File: config.mk
export PLATFORM = sky130hd
export DESIGN_NAME = conv_tap_sequencer
export DESIGN_NICKNAME = d
export VERILOG_FILES = /design/src/rtl/conv_pkg.sv /design/src/rtl/conv_tap_sequencer_addr_gen.sv /design/src/rtl/conv_tap_sequencer.sv
export SDC_FILE = /design/constraint.sdc
export NUM_CORES = 1
export LEC_CHECK = 0
export ABC_AREA = 1
export BUFFER_PORTS_ARGS = -buffer_cell sky130_fd_sc_hd__buf_2
export CORE_MARGIN = 3
export CORE_UTILIZATION = 59
export CTS_BUF_LIST = sky130_fd_sc_hd__clkbuf_2
export DETAILED_ROUTE_END_ITERATION = 10
export GPL_TIMING_DRIVEN = 0
export PLACE_DENSITY = 0.89
export REMOVE_ABC_BUFFERS = 1
export SLEW_MARGIN = 10
export SYNTH_ARGS = -nofsm -noshare
export SYNTH_HDL_FRONTEND = slang
export SYNTH_SLANG_ARGS = --single-unit
export TNS_END_PERCENT = 100
File: constraint.sdc
create_clock -name clk -period 5.4 [get_ports clk]
set_input_delay 1.08 -clock clk [delete_from_list [all_inputs] [get_ports clk]]
set_output_delay 1.08 -clock clk [all_outputs]
set_load 0.005 [all_outputs]
File: src/rtl/conv_pkg.sv
// conv_pkg: shared FSM states, default geometry, accumulator sizing and saturation limits
// for the one-multiplier convolution tap sequencer.
package conv_pkg;

    typedef enum logic [1:0] {IDLE, RUN, DRAIN, DONE} state_t;

    localparam int DEF_KH    = 3;
    localparam int DEF_KW    = 3;
    localparam int DEF_IMG_W = 28;

    localparam logic [7:0] SAT_MAX = 8'h7F;
    localparam logic [7:0] SAT_MIN = 8'h80;

    // 16-bit products plus enough headroom to sum every tap without overflow
    function automatic int acc_w(input int kh, input int kw);
        return 16 + $clog2(kh * kw);
    endfunction

endpackage

File: src/rtl/conv_tap_sequencer_addr_gen.sv
// conv_addr_gen: row/column tap counters producing pixel and weight read addresses
// for one KHxKW window; addresses read as zero while not advancing.
module conv_addr_gen
    import conv_pkg::*;
#(
    parameter int KH      = DEF_KH,
    parameter int KW      = DEF_KW,
    parameter int IMG_W   = DEF_IMG_W,
    parameter int ADDR_W  = 10,
    parameter int WADDR_W = 4
) (
    input  logic               clk,
    input  logic               rst_n,
    input  logic               load,
    input  logic               adv,
    input  logic [ADDR_W-1:0]  base_addr,
    output logic [ADDR_W-1:0]  pix_addr,
    output logic [WADDR_W-1:0] wgt_addr,
    output logic               last_tap
);

    localparam int CW = (KW > 1) ? $clog2(KW) : 1;

    // row_q holds the address of the current row start, so no multiplier is needed
    logic [ADDR_W-1:0]  row_q, row_d;
    logic [CW-1:0]      col_q, col_d;
    logic [WADDR_W-1:0] tap_q, tap_d;
    logic               col_wrap;

    assign col_wrap = col_q == CW'(KW - 1);

    always_comb begin
        row_d = row_q;
        col_d = col_q;
        tap_d = tap_q;
        if (load) begin
            row_d = base_addr;
            col_d = '0;
            tap_d = '0;
        end else if (adv) begin
            col_d = col_wrap ? '0 : col_q + 1'b1;
            row_d = col_wrap ? row_q + ADDR_W'(IMG_W) : row_q;
            tap_d = tap_q + 1'b1;
        end
    end

    always_ff @(posedge clk or negedge rst_n) begin
        if (!rst_n) begin
            row_q <= '0;
            col_q <= '0;
            tap_q <= '0;
        end else begin
            row_q <= row_d;
            col_q <= col_d;
            tap_q <= tap_d;
        end
    end

    assign pix_addr = adv ? row_q + ADDR_W'(col_q) : '0;
    assign wgt_addr = adv ? tap_q : '0;
    assign last_tap = tap_q == WADDR_W'(KH * KW - 1);

endmodule

File: src/rtl/conv_tap_sequencer.sv
// conv_tap_sequencer: walks a KHxKW window through one shared multiplier and returns a Q1.7
// result over valid/ready. Define CONV_SAT_EN to clamp the result instead of wrapping.
module conv_tap_sequencer
    import conv_pkg::*;
#(
    parameter int KH      = DEF_KH,
    parameter int KW      = DEF_KW,
    parameter int IMG_W   = DEF_IMG_W,
    parameter int ADDR_W  = 10,
    parameter int WADDR_W = 4
) (
    input  logic               clk,
    input  logic               rst_n,
    input  logic               start,
    input  logic [ADDR_W-1:0]  base_addr,
    output logic               busy,
    output logic [ADDR_W-1:0]  pix_addr,
    output logic [WADDR_W-1:0] wgt_addr,
    output logic               mem_re,
    input  logic [7:0]         pix_data,
    input  logic [7:0]         wgt_data,
    output logic [7:0]         mult_a,
    output logic [7:0]         mult_b,
    input  logic [15:0]        mult_m,
    output logic [7:0]         out_data,
    output logic               out_valid,
    input  logic               out_ready
);

    localparam int ACC_W = acc_w(KH, KW);

    state_t                   state_q, state_d;
    logic                     re_q, re_d;
    logic signed [ACC_W-1:0]  acc_q, acc_d;
    logic [7:0]               out_data_q, out_data_d;
    logic [7:0]               result;
    logic                     accept, run, last_tap;

`ifdef CONV_SAT_EN
    localparam logic signed [ACC_W-8:0] SH_MAX = (ACC_W - 7)'(127);
    localparam logic signed [ACC_W-8:0] SH_MIN = (ACC_W - 7)'(-128);
    logic signed [ACC_W-8:0] acc_sh;
`endif

    assign accept    = (state_q == IDLE) && start;
    assign run       = state_q == RUN;
    assign mem_re    = run;
    assign busy      = state_q != IDLE;
    assign out_valid = state_q == DONE;
    assign out_data  = out_data_q;
    assign mult_a    = pix_data;
    assign mult_b    = wgt_data;

    conv_addr_gen #(
        .KH      (KH),
        .KW      (KW),
        .IMG_W   (IMG_W),
        .ADDR_W  (ADDR_W),
        .WADDR_W (WADDR_W)
    ) u_addr_gen (
        .clk       (clk),
        .rst_n     (rst_n),
        .load      (accept),
        .adv       (run),
        .base_addr (base_addr),
        .pix_addr  (pix_addr),
        .wgt_addr  (wgt_addr),
        .last_tap  (last_tap)
    );

    always_comb begin
        state_d = state_q;
        re_d    = run;
        acc_d   = accept ? '0 : re_q ? acc_q + ACC_W'($signed(mult_m)) : acc_q;
`ifdef CONV_SAT_EN
        acc_sh  = acc_d[ACC_W-1:7];
        result  = (acc_sh > SH_MAX) ? SAT_MAX : (acc_sh < SH_MIN) ? SAT_MIN : acc_d[14:7];
`else
        result  = acc_d[14:7];
`endif
        // DRAIN folds in the final product, so the result is taken from acc_d here
        out_data_d = (state_q == DRAIN) ? result : out_data_q;
        case (state_q)
            IDLE:    state_d = start ? RUN : IDLE;
            RUN:     state_d = last_tap ? DRAIN : RUN;
            DRAIN:   state_d = DONE;
            DONE:    state_d = out_ready ? IDLE : DONE;
            default: state_d = IDLE;
        endcase
    end

    always_ff @(posedge clk or negedge rst_n) begin
        if (!rst_n) begin
            state_q    <= IDLE;
            re_q       <= 1'b0;
            acc_q      <= '0;
            out_data_q <= '0;
        end else begin
            state_q    <= state_d;
            re_q       <= re_d;
            acc_q      <= acc_d;
            out_data_q <= out_data_d;
        end
    end

endmodule
==> impl_results.md, run 1 <==
* Status: finished, final reports clean
* Number of global-route vias before repair at 2687
* Root buffer cell: clkbuf_2
* Num CTS Buffers at 5
* H-tree depth at 2
* Synthesized cell area at 3080 um^2
* Die X at 78.2 um
* Die area at 6120 um^2
* CP max-delay cell: dfrtp_1
* P_leak at 0.00190 uW
* Tot GR Track Use at 23.4%
* FF-to-FF path depth at 13
* Number of detailed-route iterations in the first pass at 4
* Post-synth top flop: dfrtp_1
* Max_cap viols at 0
* Synth top area cells: dfrtp_1 34%, nand2_1 17%, inv_1 8.2%
* Pin count of the biggest net entering global routing at 43
* Fin. Hold Viols at 0
* First-pass GRT wire length at 11600 um
* R2r setup slk at 3.45 ns
* Placeable core area at 4880 um^2
* Syn. warnings at 0
* Cells after Synth at 438
* Cells along the critical path: inv_1 -> fa_1 -> inv_1 -> nand3_1 -> nor2_1 -> a21oi_1 -> nor3_1 -> buf_2
* CP Class: reg -> out
* Top cell by count, worst path: inv_1
* Inserted Diodes at 0
* Area grow syn2layout at 8.46%
* Wire length per cell at 12.6 um
* Initial detailed-routing violation count at 168
* Reg2reg end: out_data[7]
* Period utilisation layout at 62.2%
* Worst-path clk slew at 0.23 ns
* NumNets Final at 545
* Worst hold endpoint: out_data[4]
* Final Core Density at 68.4%
* Worst path required time at 4.32 ns
* Final Critical Period at 3.36 ns
* Buf/Inv on CP at 3
* Layout cells sized above 1 at 15.7%
* Clock Sink Count at 42
* Unrepaired setup endpoints after global routing: false
* DP HPWL at 5300 um
* # setup viols final at 0
* Crit path largest cell delay at 0.50 ns
* CTS resizes at 0
* Post-synth ARST share at 100%
* Setup TNS at 0 ns
* Total congestion overflow at 0
* CP Launch Point: u_addr_gen.col_q[1]
* Hold path cells at 2
* Data arrival time of the worst path at 2.28 ns
* CTS tree: done
* Hold Startpoint: out_data[4]
* Unique cell type count in the Yosys netlist at 36
* Filler cell count at 439
* RePlAce Congestion at 0.921
* Worst hold path class: reg -> reg
* Routed WL at 6890 um
* Worst R2R Start: acc_q[0]
* Critical Path Fanout Max at 5
* DR vias/cell at 5.27
* Die height at 78.2 um
* IR drop worst, VDD at 0.347 mV
* Via count at 2872
* Post-synth top area cell: dfrtp_1
* Final number of max-transition violations at 0
* Antenna-violating nets left at 0
* Yosys reg bits at 42
* Initial Util at 63.1%
* Hold buffers post-CTS at 0
* Initial antenna violation count at 0
* Seq/Total Area, Yosys at 34.1%
* Mean Syn Cell Area at 7.03 um^2
* Cell family contributing the most delay on the critical path: flip-flops
* Max Root-Sink Buffers at 2
* # port buffers at 53
* Post-CTS Setup Bufs at 0
* Layout Skew at 0.0315 ns
* Pwr dens at 604 nW/um^2
* CP Launch Type: flop
* Area fraction of the dominant cell type after synthesis at 34.1%
* # rows at 25
* Worst-Skew Late Latency at 0.42 ns
* EDFF count, synth at 0
* Setup crit end kind: primary output
* # IOs at 87
* Slew @ Worst Pin at 0.941 ns
* DR DRC count at 0
* Worst slew margin at 37.3%
* Highest Clock Rate at 298 MHz
==> layout by cell type, fill, tap and decap left out, types with 4 or more instances in the layout <==
master	instances
nor3_1	7
a21oi_1	14
o21ai_0	23
nor2_1	32
clkbuf_2	6
nand2_1	140
ha_1	20
a31oi_1	4
nand4_1	5
dfrtp_1	42
inv_1	67
nand3_1	27
xor2_1	4
buf_2	53
==> logic make-up (layout without fill, tap and decap cells) <==
| group | after synthesis | count (layout) | share of synthesized area [%] |
|---|---|---|---|
| and+or+nand+nor | 223 | 223 | 30.9 |
| buffers and inverters | 92 | 132 | 13.8 |
| AOI/OAI and AO/OA | 52 | 52 | 9.72 |
| DFF | 42 | 42 | 34.1 |
| adders and majority gates | 22 | 22 | 9.43 |
| xor gates and xnor gates | 7 | 7 | 1.99 |
==> worst reg2reg max path: stages (launching register included) <==
cell and delay (ns):
dfrtp_1 0.42, ha_1 0.21, inv_1 0.07, fa_1 0.42, inv_1 0.08, nand2_1 0.05
nand3_1 0.15, nand2_1 0.09, nand2_1 0.07, nand2_1 0.04, nand3_1 0.06, nand2_1 0.07
nand2_1 0.06, nand2_1 0.04
==> synth_stat cells (2+ instances only) <==
master / number
ha_1: 20
a211oi_1: 2
inv_2: 3
xnor2_1: 3
nand3b_1: 2
nand2_1: 140
buf_2: 2
nor2_2: 2
inv_1: 67
buf_4: 16
nand2_2: 3
o21ai_0: 23
a21oi_1: 14
nor3_1: 7
nor2_1: 32
a22oi_1: 3
dfrtp_1: 42
nand4_1: 5
xor2_1: 4
buf_6: 2
nand3_1: 27
fa_1: 2
a31oi_1: 4
==> area by class of cell <==
type	count	area [um^2]	share of cell area, %
sequential	42	1050	31.5
clock buffer	6	30.0	0.900
inverter	71	269	8.06
timing repair buffer	53	265	7.95
multi-input combinational	304	1600	48.0
tap	67	83.8	2.51
clock inverter	2	37.5	1.12
==> power breakdown <==
group	total, uW	switching (uW)	internal, uW	leakage, uW
clock	190	110	79.9	0.0000392
combinational	1230	758	469	0.00135
sequential	598	124	474	0.000509
==> state kept, by name, indices dropped and copies added (netlist names) <==
signal / count
re_q: 1
state_q: 2
u_addr_gen.tap_q: 4
out_data: 8
u_addr_gen.col_q: 2
u_addr_gen.row_q: 10
acc_q: 15
==> worst max-delay path by stage <==
stage                        to  slack, ns  depth (start not counted)
floorplan           pix_addr[8]       2.83                          7
global placement    pix_addr[8]       2.55                          8
detailed placement  pix_addr[8]       2.52                          8
CTS                 pix_addr[8]       2.02                          8
global route        pix_addr[8]       1.83                          8
finish              pix_addr[8]       2.04                          8
==> per-layer routing <==
metal  GRT usage, %  up-vias  wire length (um)
li1               -     1456                 -
met1           29.1     1305              3000
met2           39.2      102              3320
met3           6.88        9               494
met4           6.64        0                72
met5           2.73        -                 0
==> through the flow <==
step                      area, um^2  worst slack (ns)  instances  power (uW)  hold WS, ns
after floorplan                 2920              2.83        417        1470        0.453
after global placement          3270              2.55        537        1770        0.460
after detailed placement        3270              2.52        537        1830        0.465
after CTS                       3340              2.02        545        2020        0.511
after global routing            3340              1.83        545        2240        0.522
final                           3340              2.04        545        2010        0.506
No activity file was read; power rests on OpenSTA's default activity.
==> run 2, diff against run 1 <==
- CORE_UTILIZATION: 59 -> 49
- PLACE_DENSITY: 0.89 -> 0.79
- clock period: 5.4 -> 3 ns (I/O delays scaled with it)
==> impl_results.md, run 2 (synthesis gave the netlist of run 1 again) <==
* CTS tree: done
* Worst slew margin at 37.2%
* Initial detailed-routing violation count at 187
* Reg with most FFs: acc_q
* Hold buffers post-CTS at 0
* Max Root-Sink Buffers at 2
* Wire length per cell at 12.9 um
* Final Critical Period at 2.84 ns
* Die area at 7270 um^2
* Most common library cell in the layout ignoring fill and taps: nand2_1
* Max_cap viols at 0
* CP Launch Type: flop
* Clock Sink Count at 42
* RePlAce Congestion at 0.897
* Pin count of the biggest net entering global routing at 43
* Initial Util at 51.4%
* Largest register FFs at 15
* DP HPWL at 5320 um
* Tot GR Track Use at 20.6%
* Setup crit end kind: primary output
* Fin. Hold Viols at 0
* Data arrival time of the worst path at 2.24 ns
* Setup TNS at 0 ns
* Total congestion overflow at 0
* Antenna-violating nets left at 0
* First-pass GRT wire length at 12100 um
* Met1 Use GR at 25.3%
* Highest-count cells in the layout ignoring fill and taps: 140 x nand2_1, 67 x inv_1, 53 x buf_2
* Die height at 85.3 um
* Num CTS Buffers at 5
* Gr busiest metal: met2
* Die X at 85.3 um
* Placed cell count at 545
* Worst-path clk slew at 0.26 ns
* Placeable core area at 5990 um^2
* Via count at 2867
* Pwr dens at 1090 nW/um^2
* Inserted Diodes at 0
* Worst path required time at 2.40 ns
* Grt met2 use at 35.3%
* Number of detailed-route iterations in the first pass at 4
* # setup viols final at 0
* Critical Path Fanout Max at 5
* # port buffers at 53
* Worst hold path class: in -> async
* Root buffer cell: clkbuf_2
* NumNets Final at 546
* Highest Clock Rate at 352 MHz
* DR vias/cell at 5.18
* Area grow syn2layout at 9.31%
* DR DRC count at 0
* Period utilisation layout at 94.6%
* # IOs at 87
* P_leak at 0.00190 uW
* GR Util met3 at 5.44%
* # rows at 28
* Layout cells sized above 1 at 16.5%
* Status: finished, final reports clean
* Worst-Skew Late Latency at 0.45 ns
* Slew @ Worst Pin at 0.943 ns
* H-tree depth at 2
* Layout Skew at 0.0345 ns
* CP Class: reg -> out
* Post-layout instance count excluding filler cells at 554
* Initial antenna violation count at 0
* Final number of max-transition violations at 0
* IR drop worst, VDD at 0.491 mV
* Routed WL at 7160 um
* Number of global-route vias before repair at 2788
run 2: changes by cell type in the layout (fill, tap and decap cells not counted), sizes merged:
cell	change
buf	+1
run 2: path summary, 6_finish.rpt:
check / from / end / slack [ns] / depth (start not counted)
setup / recovery: u_addr_gen.col_q[1] / pix_addr[6] / 0.16 / 8
hold / removal: rst_n / acc_q[3] / 0.25 / 1
setup reg to reg: acc_q[0] / out_data[7] / 1.11 / 13
hold reg to reg: u_addr_gen.tap_q[2] / u_addr_gen.tap_q[2] / 0.51 / 1
max in group asynchronous: rst_n / u_addr_gen.col_q[1] / 2.08 / 1
min in group clk: base_addr[0] / u_addr_gen.row_q[0] / 0.37 / 3
run 2: layout make-up:
class                   count  area [um^2]
fillers                   570         2630
inverters                  71          269
multi-input cells         304         1610
well taps                  75         93.8
clock inverters             2         37.5
flip-flops and latches     42         1050
repair buffers             54          273
clock buffers               6         30.0
run 2: worst max-delay path: stages, from the launching register on:
cell and delay [ns]:
dfrtp_2 0.46, inv_1 0.11, fa_1 0.41, inv_1 0.14
nand3_2 0.12, nor2_2 0.12, nor2_1 0.05, a211oi_1 0.23
buf_2 0.17
run 2: repair_timing:
item | CTS | global route
resized for setup | 0 | 3
endpoints found under the hold margin | 0 | 0
buffers inserted | 0 | 1
endpoints found under the setup margin | 0 | 2
run 2: where the power goes:
part | internal [uW] | switching [uW]
Clock | 144 | 209
Sequential | 854 | 227
Combinational | 853 | 1360
run 2: through the flow:
stage	hold WS [ns]	setup WS [ns]	instance area, um^2	util, %	power (uW)
floorplan	0.304	0.913	2920	-	2640
global placement	0.461	0.587	3280	54.8	3200
detailed placement	0.464	0.581	3280	54.8	3280
CTS	0.273	0.0716	3350	55.9	3650
global route	0.315	-0.00929	3360	56.2	4090
finish	0.248	0.161	3360	56.2	3650
run 2: per-layer routing:
metal,vias to the layer above,routed length (um)
met5,-,0
met4,0,105
met3,14,542
met2,110,3350
met1,1288,3160
li1,1455,-
==> run 3, diff against run 2 <==
- RECOVER_POWER: default -> 100
==> impl_results.md, run 3 (synthesis gave the netlist of run 1 again) <==
* Slew @ Worst Pin at 2.25 ns
* Routed WL at 7150 um
* Pin count of the biggest net entering global routing at 43
* DR vias/cell at 5.19
* RePlAce Congestion at 0.897
* Cell family contributing the most delay on the critical path: flip-flops
* Setup crit end kind: primary output
* Die height at 85.3 um
* Failing checks: max-capacitance violations, max-slew violations
* Total congestion overflow at 0
* Max_cap viols at 1
* Final number of max-transition violations at 43
* Layout cells sized above 1 at 12.5%
* Die X at 85.3 um
* # port buffers at 53
* CP max-delay cell: dfrtp_2
* Initial antenna violation count at 0
* Layout Skew at 0.0331 ns
* Overall power at 3590 uW
* Antenna-violating nets left at 0
* DP HPWL at 5320 um
* Crit path largest cell delay at 0.46 ns
* Tot GR Track Use at 20.6%
* Highest-count cells in the layout ignoring fill and taps: 142 x nand2_1, 68 x inv_1, 41 x dfrtp_1
* Fin. Hold Viols at 0
* First-pass GRT wire length at 12100 um
* Period utilisation layout at 93.8%
* IR drop worst, VDD at 0.486 mV
* # setup viols final at 0
* Largest register FFs at 15
* Critical Path Fanout Max at 5
* Worst slew margin at -50.1%
* Worst hold slack at 0.367 ns
* Worst-Skew Late Latency at 0.44 ns
* Placeable core area at 5990 um^2
* Root buffer cell: clkbuf_2
* Via count at 2876
* CP Class: reg -> out
* Worst-path clk slew at 0.21 ns
* Top cell by count, worst path: inv_1
* Inserted Diodes at 0
* Initial detailed-routing violation count at 208
* NumNets Final at 546
* # IOs at 87
* Num CTS Buffers at 5
* Max Root-Sink Buffers at 2
* Buf/Inv on CP at 3
* Clock Sink Count at 42
* Number of global-route vias before repair at 2788
* Status: finished, violations left
* H-tree depth at 2
* Reg with most FFs: acc_q
* Data arrival time of the worst path at 2.21 ns
* Initial Util at 51.4%
* Pwr dens at 1080 nW/um^2
* Worst hold path class: in -> reg
* Number of detailed-route iterations in the first pass at 5
* CP Launch Point: u_addr_gen.col_q[1]
* P_leak at 0.00184 uW
* # rows at 28
* CTS tree: done
* Most common library cell in the layout ignoring fill and taps: nand2_1
* CP Launch Type: flop
* Final Critical Period at 2.81 ns
* Highest Clock Rate at 355 MHz
* Area grow syn2layout at 7.97%
* Die area at 7270 um^2
* DR DRC count at 0
* Worst path required time at 2.40 ns
* Wire length per cell at 12.9 um
* Worst R2R Start: state_q[0]
* Hold Startpoint: base_addr[0]
* Cells along the critical path: inv_1 -> fa_1 -> inv_1 -> nand3_2 -> nor2_2 -> nor2_1 -> a211oi_1 -> buf_2
==> run 3: layout make-up <==
class	count	area, um^2
multi-input combinational	304	1590
clock inverter	2	37.5
timing repair buffer	54	256
sequential	42	1050
clock buffer	6	30.0
fill	583	2670
inverter	71	268
tap	75	93.8
==> run 3: path summary, 6_finish.rpt <==
kind	endpoint	slack, ns	cells past startpoint
min in group asynchronous	acc_q[3]	0.78	1
worst min register to register	u_addr_gen.tap_q[2]	0.51	1
worst max register to register	out_data[0]	0.40	8
max in group asynchronous	u_addr_gen.col_q[1]	0.77	1
worst min-delay path	u_addr_gen.row_q[0]	0.37	3
worst max-delay path	pix_addr[6]	0.19	8
==> run 3: stage by stage <==
stage	setup slack (ns)	instance area, um^2	util [%]	std cells	TNS (ns)
floorplan	0.913	2920	-	417	0
global placement	0.587	3280	54.8	545	0
detailed placement	0.581	3280	54.8	545	0
CTS	0.0716	3350	55.9	553	0
global route	-0.00925	3320	55.5	554	-0.00925
finish	0.187	3320	55.5	554	0
==> run 3: routing by layer <==
metal	global-route usage (%)	vias to the layer above	routed length (um)
met5	0.699	-	0
met4	6.33	0	99
met3	5.44	14	513
met2	35.3	98	3360
met1	25.3	1314	3180
li1	-	1450	-
==> run 3: power by group <==
part	leakage [uW]	internal, uW	total [uW]	switching, uW
Combinational	0.00130	812	2160	1350
Clock	0.0000392	144	354	210
Sequential	0.000508	854	1080	224
==> run 3: worst reg2reg max path: stages, from the launching register on <==
cell,delay (ns)
dfrtp_1,0.47
nor2_1,0.09
nand2_1,0.49
clkinvlp_2,0.72
nor2_8,0.41
nand2_1,0.07
o21ai_0,0.12
nand2_1,0.11
nand2_1,0.08
==> run 3: repair_timing <==
action                     CTS  global route
setup endpoints to repair    0             2
hold buffers                 0             0
resized for setup            0             3
buffers inserted             0             1
